==> src/rtl/project_pwm_capture.sv <==
// Input-capture unit: measures period and high time of an external PWM waveform in clock
// cycles and exposes the results byte-wise on the 8-bit addressed read bus.
module project_pwm_capture #(
  parameter int WIDTH       = 16,
  parameter int SYNC_STAGES = 2
) (
  input  logic             i_clk,
  input  logic             i_reset,
  input  logic             i_en,
  input  logic             i_clear,
  input  logic             i_pwm,
  input  logic [2:0]       i_address,
  output logic [7:0]       o_data,
  output logic [WIDTH-1:0] o_period,
  output logic [WIDTH-1:0] o_high,
  output logic             o_valid,
  output logic             o_timeout
);

  localparam logic [1:0] ST_IDLE = 2'd0;
  localparam logic [1:0] ST_ARM  = 2'd1;
  localparam logic [1:0] ST_HIGH = 2'd2;
  localparam logic [1:0] ST_LOW  = 2'd3;

  localparam logic [WIDTH-1:0] CNT_MAX = '1;
  localparam logic [WIDTH-1:0] CNT_ONE = WIDTH'(1);

  logic [SYNC_STAGES-1:0] sync_q;
  logic                   s_pwm;
  logic                   s_prev;
  logic                   rise;
  logic                   fall;
  logic [1:0]             state;
  logic [WIDTH-1:0]       cnt;
  logic [WIDTH-1:0]       cnt_next;
  logic [WIDTH-1:0]       high_tmp;
  logic                   ready;
  logic [15:0]            period_ext;
  logic [15:0]            high_ext;

  assign s_pwm    = sync_q[SYNC_STAGES-1];
  assign rise     = s_pwm & ~s_prev;
  assign fall     = ~s_pwm & s_prev;
  assign cnt_next = rise ? CNT_ONE : ((cnt == CNT_MAX) ? cnt : cnt + CNT_ONE);

  always_ff @(posedge i_clk) begin
    // NOTE: non-blocking assignments let every flop in the chain sample the pre-edge value.
    if (i_reset) begin
      sync_q <= '0;
      s_prev <= 1'b0;
    end else begin
      sync_q <= {sync_q[SYNC_STAGES-2:0], i_pwm};
      s_prev <= s_pwm;
    end
  end

  // Later assignments in this block override earlier ones, so a capture or timeout in the
  // same cycle as i_clear leaves the corresponding status bit set.
  always_ff @(posedge i_clk) begin
    if (i_reset) begin
      state     <= ST_IDLE;
      cnt       <= '0;
      high_tmp  <= '0;
      o_period  <= '0;
      o_high    <= '0;
      o_valid   <= 1'b0;
      o_timeout <= 1'b0;
      ready     <= 1'b0;
    end else begin
      o_valid <= 1'b0;
      if (i_clear) begin
        ready     <= 1'b0;
        o_timeout <= 1'b0;
      end
      if (!i_en) begin
        state    <= ST_IDLE;
        cnt      <= '0;
        high_tmp <= '0;
      end else begin
        cnt <= cnt_next;
        case (state)
          ST_IDLE: begin
            cnt   <= '0;
            state <= ST_ARM;
          end
          ST_ARM: if (rise) state <= ST_HIGH;
          ST_HIGH: begin
            if (fall) begin
              high_tmp <= cnt;
              state    <= ST_LOW;
            end else if (cnt == CNT_MAX) begin
              o_timeout <= 1'b1;
              state     <= ST_ARM;
            end
          end
          ST_LOW: begin
            if (rise) begin
              o_period <= cnt;
              o_high   <= high_tmp;
              ready    <= 1'b1;
              o_valid  <= 1'b1;
              state    <= ST_HIGH;
            end else if (cnt == CNT_MAX) begin
              o_timeout <= 1'b1;
              state     <= ST_ARM;
            end
          end
          default: state <= ST_IDLE;
        endcase
      end
    end
  end

  always_comb begin
    // NOTE: assigning a default before any partial write keeps this block free of latches.
    period_ext              = '0;
    high_ext                = '0;
    period_ext[WIDTH-1:0]   = o_period;
    high_ext[WIDTH-1:0]     = o_high;
    o_data                  = 8'h00;
    case (i_address)
      3'd0:    o_data = period_ext[7:0];
      3'd1:    o_data = period_ext[15:8];
      3'd2:    o_data = high_ext[7:0];
      3'd3:    o_data = high_ext[15:8];
      3'd4:    o_data = {5'b0, s_pwm, o_timeout, ready};
      default: o_data = 8'h00;
    endcase
  end

endmodule

==> config.mk <==
export PLATFORM = sky130hd
export DESIGN_NAME = project_pwm_capture
export DESIGN_NICKNAME = d
export VERILOG_FILES = /design/src/rtl/project_pwm_capture.sv
export SDC_FILE = /design/constraint.sdc
export NUM_CORES = 1
export LEC_CHECK = 0
export CORE_MARGIN = 2
export CORE_UTILIZATION = 57
export DETAILED_ROUTE_END_ITERATION = 10
export PLACE_DENSITY = 0.84
export SLEW_MARGIN = 10
export SYNTH_ARGS = -nofsm -noshare
export SYNTH_HDL_FRONTEND = slang
export SYNTH_SLANG_ARGS = --single-unit
==> constraint.sdc <==
create_clock -name i_clk -period 5.6 [get_ports i_clk]
set_clock_uncertainty 0.1 [all_clocks]
set_input_delay 1.12 -clock i_clk [delete_from_list [all_inputs] [get_ports i_clk]]
set_output_delay 1.12 -clock i_clk [all_outputs]
set_load 0.01 [all_outputs]
==> flow_summary.ini, run 1 <==
[worst_setup_path]
start_kind = primary input
startpoint = i_address[1]
worstReg2RegEnd = o_timeout
rr_startpoint = cnt[0]
critPathCaptureType = output port
required_ns = 4.38
rrSetupSlack_ns = 3.26
ff2ff_path_depth = 5
critPathMaxFanout = 11
arrival_ns = 3.28
cp-endpoint = o_data[2]
crit_type = in -> out

[cells_and_area]
drive_above_1_share_pct = 8.293
antenna_cells = 0
multi_input_area_mm2 = 0.001501
syn_to_final_growth_pct = 23.66
fillerInstances = 404
regArea_mm2 = 0.001441
num-nets-final = 414
finalInstanceArea_mm2 = 0.003800

[logic_synthesis]
netlist_top_cells_area = dfxtp_1 (47%), nand2_1 (13%), a21oi_1 (9.6%), mux4_2 (4.4%), mux2i_1 (2.3%)
ys_ff_latch = 72
synth_flop_cell = dfxtp_1
yosysWarnings = 0
synthAdderAreaFrac_pct = 0.4072
synth.net_count = 379
synth.cell_area_mm2 = 0.003073
synthSimpleGateAreaFrac_pct = 26.87
yosysSeqAreaShare_pct = 46.91
yosysTopAreaCellShare_pct = 46.91
synth_largest_area_cell = dfxtp_1
yosysMostFrequentCell = nand2_1
synth_cell_type_count = 45
synthMuxAreaShare_pct = 7.410
ys_async_sr_fraction_pct = 0
synth_common_cells = nand2_1 (105), dfxtp_1 (72), a21oi_1 (59), clkbuf_1 (18), nor2_1 (13)
synth_top_family_by_area = simple AND/OR/NAND/NOR gates
synth_compound_area_share_pct = 13.88
avgSynthCellArea_um2 = 8.305
synth_xor_area_share_pct = 0.2850
syn_inst = 370
synth_edf_count = 0

[timing]
fin_crit_sh_pct = 80.40
tns_ns = 0
hold_viol_final = 0
fmax_mhz = 222.1
min_period_ns = 4.502
setup_viol = 0
slew_violations = 0
rsz0062_at_grt = false
maxSlewHeadroom_pct = 27.61
worst_slew_pin_slew_ns = 1.086

[status]
status = complete, no violations

[floorplan]
start_util_pct = 59.79
row_count = 26
coreArea_mm2 = 0.005140
die-area_mm2 = 0.005995
dieHeight_um = 77.43
die_x_um = 77.43
io_pins = 50

[clock_network]
cts_max_level = 3
cts_resized = 0
cts_root_buffer = clkbuf_8
clkLatencyLatePin_ns = 0.35
postCtsSetupBuffers = 0
hold_buffers = 0
cts_buffers = 9
clk_path_buf_depth = 2
clock_sinks = 72
clkTransAtPathRegs_ns = 0.08
cts_tree = done

[place]
postPlaceCellArea_mm2 = 0.003547
place_congestion = 0.8943
hpwl_um = 5191
portBuffers = 49

[global_route]
grt_overflow = 0
grt_pass1_wl_um = 12460
grt_max_degree = 40
grt_use_total_pct = 26.36
first_global_vias = 2595
antenna_found_initial = 0

[power]
worst_ir_drop_vdd_uv = 212.6
power_density_mw_per_mm2 = 275.8
cellLeakagePower_nw = 1.212

[hold_path]
min_path_cells = 1
hold_path.class = reg -> reg

[detailed_routing]
wl_per_cell_um = 15.78
via_per_inst = 5.773
drt_wl_total_um = 7576
via_count = 2771
first_iter_violations = 206
detail-route-antenna-nets = 0
first_pass_iters = 5
drc = 0

[job]
drv_cap = 0
final cells by class:
type / instances / share of cell area, %
multi-input combinational: 268 / 39.51
sequential: 72 / 37.93
timing repair buffer: 51 / 13.30
clock buffer: 10 / 3.622
clock inverter: 6 / 3.029
tap: 70 / 2.305
inverter: 3 / 0.2963
registers in the layout (all words and copies together) (netlist names):
signal     flops
sync_q         2
high_tmp      16
state          2
o_period      16
cnt           16
o_timeout      1
s_prev         1
o_high        16
ready          1
o_valid        1
cell families (layout without fill, tap and decap cells):
| kind of cell | count (synthesis) | after routing |
|---|---|---|
| AND/OR/NAND/NOR | 171 | 171 |
| AO/OA/AOI/OAI | 80 | 80 |
| flip-flops | 72 | 72 |
| buffers and inverters | 30 | 70 |
| multiplexers | 15 | 15 |
| adder cells (fa/ha/maj) | 1 | 1 |
| XOR/XNOR | 1 | 1 |
report_power, final:
part | switching (mW) | internal (mW)
Sequential | 0.00191 | 0.513
Combinational | 0.0145 | 0.0101
Clock | 0.198 | 0.310
Total | 0.215 | 0.833
per-layer routing:
metal  GRT usage (%)  share of wire, %  vias up
met2           41.91                49      110
met1           33.48                43     1307
met4           11.79               2.0        0
met5               0                 0        -
li1                -                 -     1340
met3           7.326               7.0       14
per-stage QoR:
step	total power, mW	setup WS (ns)	hold slack [ns]	util, %	cells
floorplan	0.5427	2.325	0.3138	-	370
global placement	0.5510	1.130	0.3164	69.01	464
detailed placement	0.5516	1.103	0.3342	69.01	464
CTS	1.053	1.080	0.3520	73.93	480
global route	1.083	1.032	0.3762	73.93	480
finish	1.048	1.098	0.3482	73.93	480
worst max-delay path, stage by stage:
cell	delay, ns
clkdlybuf4s50_1	0.89
mux4_2	0.58
a32o_1	0.21
clkdlybuf4s50_1	0.48
worst min path at each step:
stage / startpoint / end
after detailed placement: sync_q[0] / sync_q[1]
after floorplan: sync_q[0] / sync_q[1]
after global routing: sync_q[0] / sync_q[1]
after CTS: sync_q[0] / sync_q[1]
final: sync_q[0] / sync_q[1]
after global placement: sync_q[0] / sync_q[1]
placed cells by master (no fill, tap or decap), types with 3 or more instances in the layout:
master	n
mux4_2	6
nand3_1	6
inv_1	3
clkdlybuf4s50_1	49
nor3_1	4
nand4_1	6
mux2i_1	7
o21ai_0	10
dfxtp_1	72
or3_1	4
clkbuf_8	10
and2_1	5
a21oi_1	59
bufinv_16	3
nand2_1	105
nand2b_1	5
nor2_1	13
a31oi_1	4
nor2b_1	5
Note: power is estimated with default switching activity, not from simulation.
==> run 2: changes to the inputs <==
--- a/config.mk
+++ b/config.mk
@@ -6,9 +6,9 @@
 export NUM_CORES = 1
 export LEC_CHECK = 0
 export CORE_MARGIN = 2
-export CORE_UTILIZATION = 57
+export CORE_UTILIZATION = 53
 export DETAILED_ROUTE_END_ITERATION = 10
-export PLACE_DENSITY = 0.84
+export PLACE_DENSITY = 0.79
 export SLEW_MARGIN = 10
 export SYNTH_ARGS = -nofsm -noshare
 export SYNTH_HDL_FRONTEND = slang
==> constraint.sdc (replaced) <==
create_clock -name i_clk -period 4.4 [get_ports i_clk]
set_clock_uncertainty 0.1 [all_clocks]
set_input_delay 0.88 -clock i_clk [delete_from_list [all_inputs] [get_ports i_clk]]
set_output_delay 0.88 -clock i_clk [all_outputs]
set_load 0.01 [all_outputs]
==> flow_summary.ini, run 2 (synthesized netlist as in run 1, its figures left out) <==
[cells_and_area]
finalInstanceArea_mm2 = 0.003789
antenna_cells = 0
fillerInstances = 426
mostFrequentLayoutCell = nand2_1
num-nets-final = 415
syn_to_final_growth_pct = 23.29
layout_common_cells = nand2_1 (105), dfxtp_1 (72), a21oi_1 (59)
drive_above_1_share_pct = 8.273

[timing]
tns_ns = 0
min_period_ns = 3.739
worst_slew_pin_slew_ns = 1.074
rsz0062_at_grt = false
hold_viol_final = 0
fmax_mhz = 267.5
fin_crit_sh_pct = 84.97
setup_viol = 0
slew_violations = 0
maxSlewHeadroom_pct = 28.43

[place]
hpwl_um = 5077
place_congestion = 0.8912
postPlaceCellArea_mm2 = 0.003557
portBuffers = 49

[clock_network]
hold_buffers = 0
cts_buffers = 9
cts_resized = 0
clock_sinks = 72
clkTransAtPathRegs_ns = 0.08
postCtsSetupBuffers = 0
clkLatencyLatePin_ns = 0.35
clk_path_buf_depth = 2
cts_tree = done
cts_max_level = 3
cts_root_buffer = clkbuf_8

[worst_setup_path]
rrSetupSlack_ns = 2.03
critPathMaxFanout = 11
critPathCaptureType = output port
cpLargestDelayFamily = buffers and inverters
crit_type = in -> out
crit_path_cell_trace = clkdlybuf4s50_1 -> buf_4 -> mux4_2 -> a32o_1 -> clkdlybuf4s50_1
rr_startpoint = sync_q[1]
ff2ff_path_depth = 4
arrival_ns = 2.76
worstReg2RegEnd = o_high[14]
start_kind = primary input
required_ns = 3.42
crit_path_frequent_cell = clkdlybuf4s50_1
critPathBufInv = 3
slowest_delay_ns = 0.52
cpMaxStageDelayCell = mux4_2

[floorplan]
row_count = 27
die-area_mm2 = 0.006423
start_util_pct = 55.47
dieHeight_um = 80.15
io_pins = 50
coreArea_mm2 = 0.005540
die_x_um = 80.15

[power]
worst_ir_drop_vdd_uv = 221.0
swShare_pct = 20.51
p_clk_share_pct = 46.3
power_density_mw_per_mm2 = 338.0
seq_power_share_pct = 51.2
combPwrFrac_pct = 2.5
p_switching_uw = 262.6
intPower_mw = 1.018
cellLeakagePower_nw = 1.207

[detailed_routing]
wl_per_cell_um = 15.10
wirelength_met1_um = 3216
via_count = 2712
wl_met3_um = 469
maxUsedRoutingLayer = met4
detail-route-antenna-nets = 0
drc = 0
drt_wl_total_um = 7292
wl_met2_um = 3502
first_pass_iters = 4
via_per_inst = 5.615
first_iter_violations = 255

[job]
drv_cap = 0

[global_route]
grt_max_degree = 39
grt_overflow = 0
grt_pass1_wl_um = 12190
first_global_vias = 2444
antenna_found_initial = 0
grt_use_total_pct = 24.83

[hold_path]
holdPathEnd = o_high[1]
hold_path.class = reg -> reg
min_path_cells = 2
min_from = high_tmp[1]

[status]
status = complete, no violations
==> run 2: cell types whose count changed in the layout (fill, tap and decap cells not counted), sizes merged <==
cell    change
clkbuf      +2
buf         +1
bufinv      -1
inv         -1
==> run 2: layer usage <==
layer | track usage (%) | up-vias
li1 | - | 1340
met1 | 34.44 | 1279
met2 | 37.67 | 83
met3 | 4.382 | 10
met4 | 11.19 | 0
met5 | 0 | -
==> run 2: how the worst max path moves through the flow <==
stage / from / end / slack, ns / cells past startpoint
detailed placement: i_address[1] / o_data[2] / 0.66 / 5
global route: i_address[1] / o_data[2] / 0.59 / 5
global placement: i_address[1] / o_data[2] / 0.67 / 5
floorplan: i_address[1] / o_data[3] / 1.60 / 3
finish: i_address[1] / o_data[2] / 0.66 / 5
CTS: i_address[1] / o_data[2] / 0.65 / 5
==> run 2: area by class of cell <==
type	instances	area, um^2	share of cell area [%]
multi-input cells	268	1501	39.63
well taps	72	90.09	2.378
clock buffers	12	155.1	4.095
repair buffers	52	513.0	13.54
inverters	3	11.26	0.2972
flip-flops and latches	72	1441	38.04
clock inverters	4	76.32	2.015
==> run 2: per-stage QoR <==
stage               hold WS (ns)  utilization, %  power, mW  setup slack, ns  cells
finish                    0.3478           68.38      1.280           0.6612    483
detailed placement        0.3450           64.21     0.7028           0.6560    467
floorplan                 0.3138               -     0.6907            1.605    370
global route              0.3597           68.38      1.324           0.5876    483
global placement          0.3159           64.21     0.7019           0.6747    467
CTS                       0.3520           68.38      1.288           0.6481    483
==> run 2: power by group through the flow <==
stage / clock network, mW / logic, mW / registers (mW)
finish: 0.593 / 0.0318 / 0.656
global route: 0.633 / 0.0350 / 0.656
CTS: 0.601 / 0.0319 / 0.656
detailed placement: 0 / 0.0319 / 0.671
global placement: 0 / 0.0314 / 0.671
floorplan: 0 / 0.0215 / 0.669
==> run 2: worst reg2reg max path: cells and delay by family, from the launching register on <==
kind	cells	cell delay (ns)
AND/OR/NAND/NOR	3	1.60
AO/OA/AOI/OAI	1	0.18
flip-flops	1	0.42
==> run 3: changes to the inputs <==
==> constraint.sdc (replaced) <==
create_clock -name i_clk -period 3.65 [get_ports i_clk]
set_clock_uncertainty 0.1 [all_clocks]
set_input_delay 0.73 -clock i_clk [delete_from_list [all_inputs] [get_ports i_clk]]
set_output_delay 0.73 -clock i_clk [all_outputs]
set_load 0.01 [all_outputs]
==> flow_summary.ini, run 3 (synthesized netlist as in run 1, its figures left out) <==
[timing]
slew_violations = 0
setup_viol = 0
fin_crit_sh_pct = 93.91
whs_ns = 0.3477
hold_viol_final = 0
fmax_mhz = 291.7
maxSlewHeadroom_pct = 47.69
min_period_ns = 3.428
worst_slew_pin_slew_ns = 0.7788
rsz0062_at_grt = false
tns_ns = 0

[detailed_routing]
drc = 0
via_count = 2759
detail-route-antenna-nets = 0
wl_per_cell_um = 15.13
first_iter_violations = 284
via_per_inst = 5.665
drt_wl_total_um = 7370
first_pass_iters = 4

[cells_and_area]
fillerInstances = 460
layout_common_cells = nand2_1 (105), dfxtp_1 (72), a21oi_1 (59)
syn_to_final_growth_pct = 24.67
utilization_pct = 69.15
multi_input_area_mm2 = 0.001501
drive_above_1_share_pct = 9.398
mostFrequentLayoutCell = nand2_1
regArea_mm2 = 0.001441
antenna_cells = 0
num-nets-final = 419

[clock_network]
cts_max_level = 3
clock_sinks = 72
clkTransAtPathRegs_ns = 0.07
hold_buffers = 0
cts_resized = 0
clkLatencyLatePin_ns = 0.34
postCtsSetupBuffers = 0
cts_buffers = 9
cts_tree = done
clk_path_buf_depth = 2
cts_root_buffer = clkbuf_8

[job]
drv_cap = 0

[worst_setup_path]
crit_type = in -> out
arrival_ns = 2.60
required_ns = 2.82
start_kind = primary input
crit_path_cell_trace = clkdlybuf4s50_1 -> buf_4 -> mux4_2 -> a32o_1 -> clkdlybuf4s50_1
cpMaxStageDelayCell = mux4_2
critPathMaxFanout = 9
slowest_delay_ns = 0.52
crit_path_frequent_cell = clkdlybuf4s50_1
critPathCaptureType = output port

[place]
place_congestion = 0.8569
portBuffers = 49
hpwl_um = 5006

[power]
cellLeakagePower_nw = 1.222
power_density_mw_per_mm2 = 413.8
total_power_mw = 1.585
worst_ir_drop_vdd_uv = 207.8

[floorplan]
dieHeight_um = 80.15
row_count = 27
coreArea_mm2 = 0.005540
start_util_pct = 55.47
io_pins = 50
die-area_mm2 = 0.006423
die_x_um = 80.15

[global_route]
grt_overflow = 0
first_global_vias = 2580
grt_pass1_wl_um = 12370
grt_use_total_pct = 25.17
grt_max_degree = 39
antenna_found_initial = 0

[hold_path]
hold_path.class = reg -> reg

[status]
status = complete, no violations
## run 3: cell types whose count changed in the layout (fill, tap and decap cells not counted), sizes merged
cell      before  now
clkinvlp       1    4
bufinv         2    3
buf            3    7
clkbuf        12    9
clkinv         1    0
## run 3: per-stage QoR
step,instances,worst slack (ns),cell area (um^2)
floorplan,370,1.155,3073
global placement,471,0.2485,3587
detailed placement,471,0.2176,3587
CTS,487,0.2105,3831
global route,487,0.1471,3831
finish,487,0.2223,3831
## run 3: where the power goes
group	internal (mW)	switching, mW
clock	0.453	0.301
combinational	0.0178	0.0228
sequential	0.787	0.00294
## run 3: final timing paths
kind,startpoint,end,slack [ns],cells past startpoint
setup reg to reg,cnt[0],o_timeout,1.29,5
hold / removal,sync_q[0],sync_q[1],0.35,1
setup / recovery,i_address[1],o_data[2],0.22,5
hold reg to reg,sync_q[0],sync_q[1],0.35,1
## run 3: metal layers
metal	track usage [%]	part of all wire [%]	vias up
met2	40.17	48	99
met3	5.281	6.5	8
li1	-	-	1347
met4	10.34	1.3	0
met5	0	0	-
met1	33.17	44	1305
## run 3: final cells by class
type                    count  area share, %
well taps                  72          2.351
repair buffers             56          14.17
clock inverters             7          3.135
clock buffers               9          3.233
flip-flops and latches     72          37.62
inverters                   3         0.2939
multi-input cells         268          39.19
## run 3: critical path: cells and delay by family
family,cells,cell delay (ns)
buf+inv,3,1.12
mux,1,0.52
compound gates,1,0.22
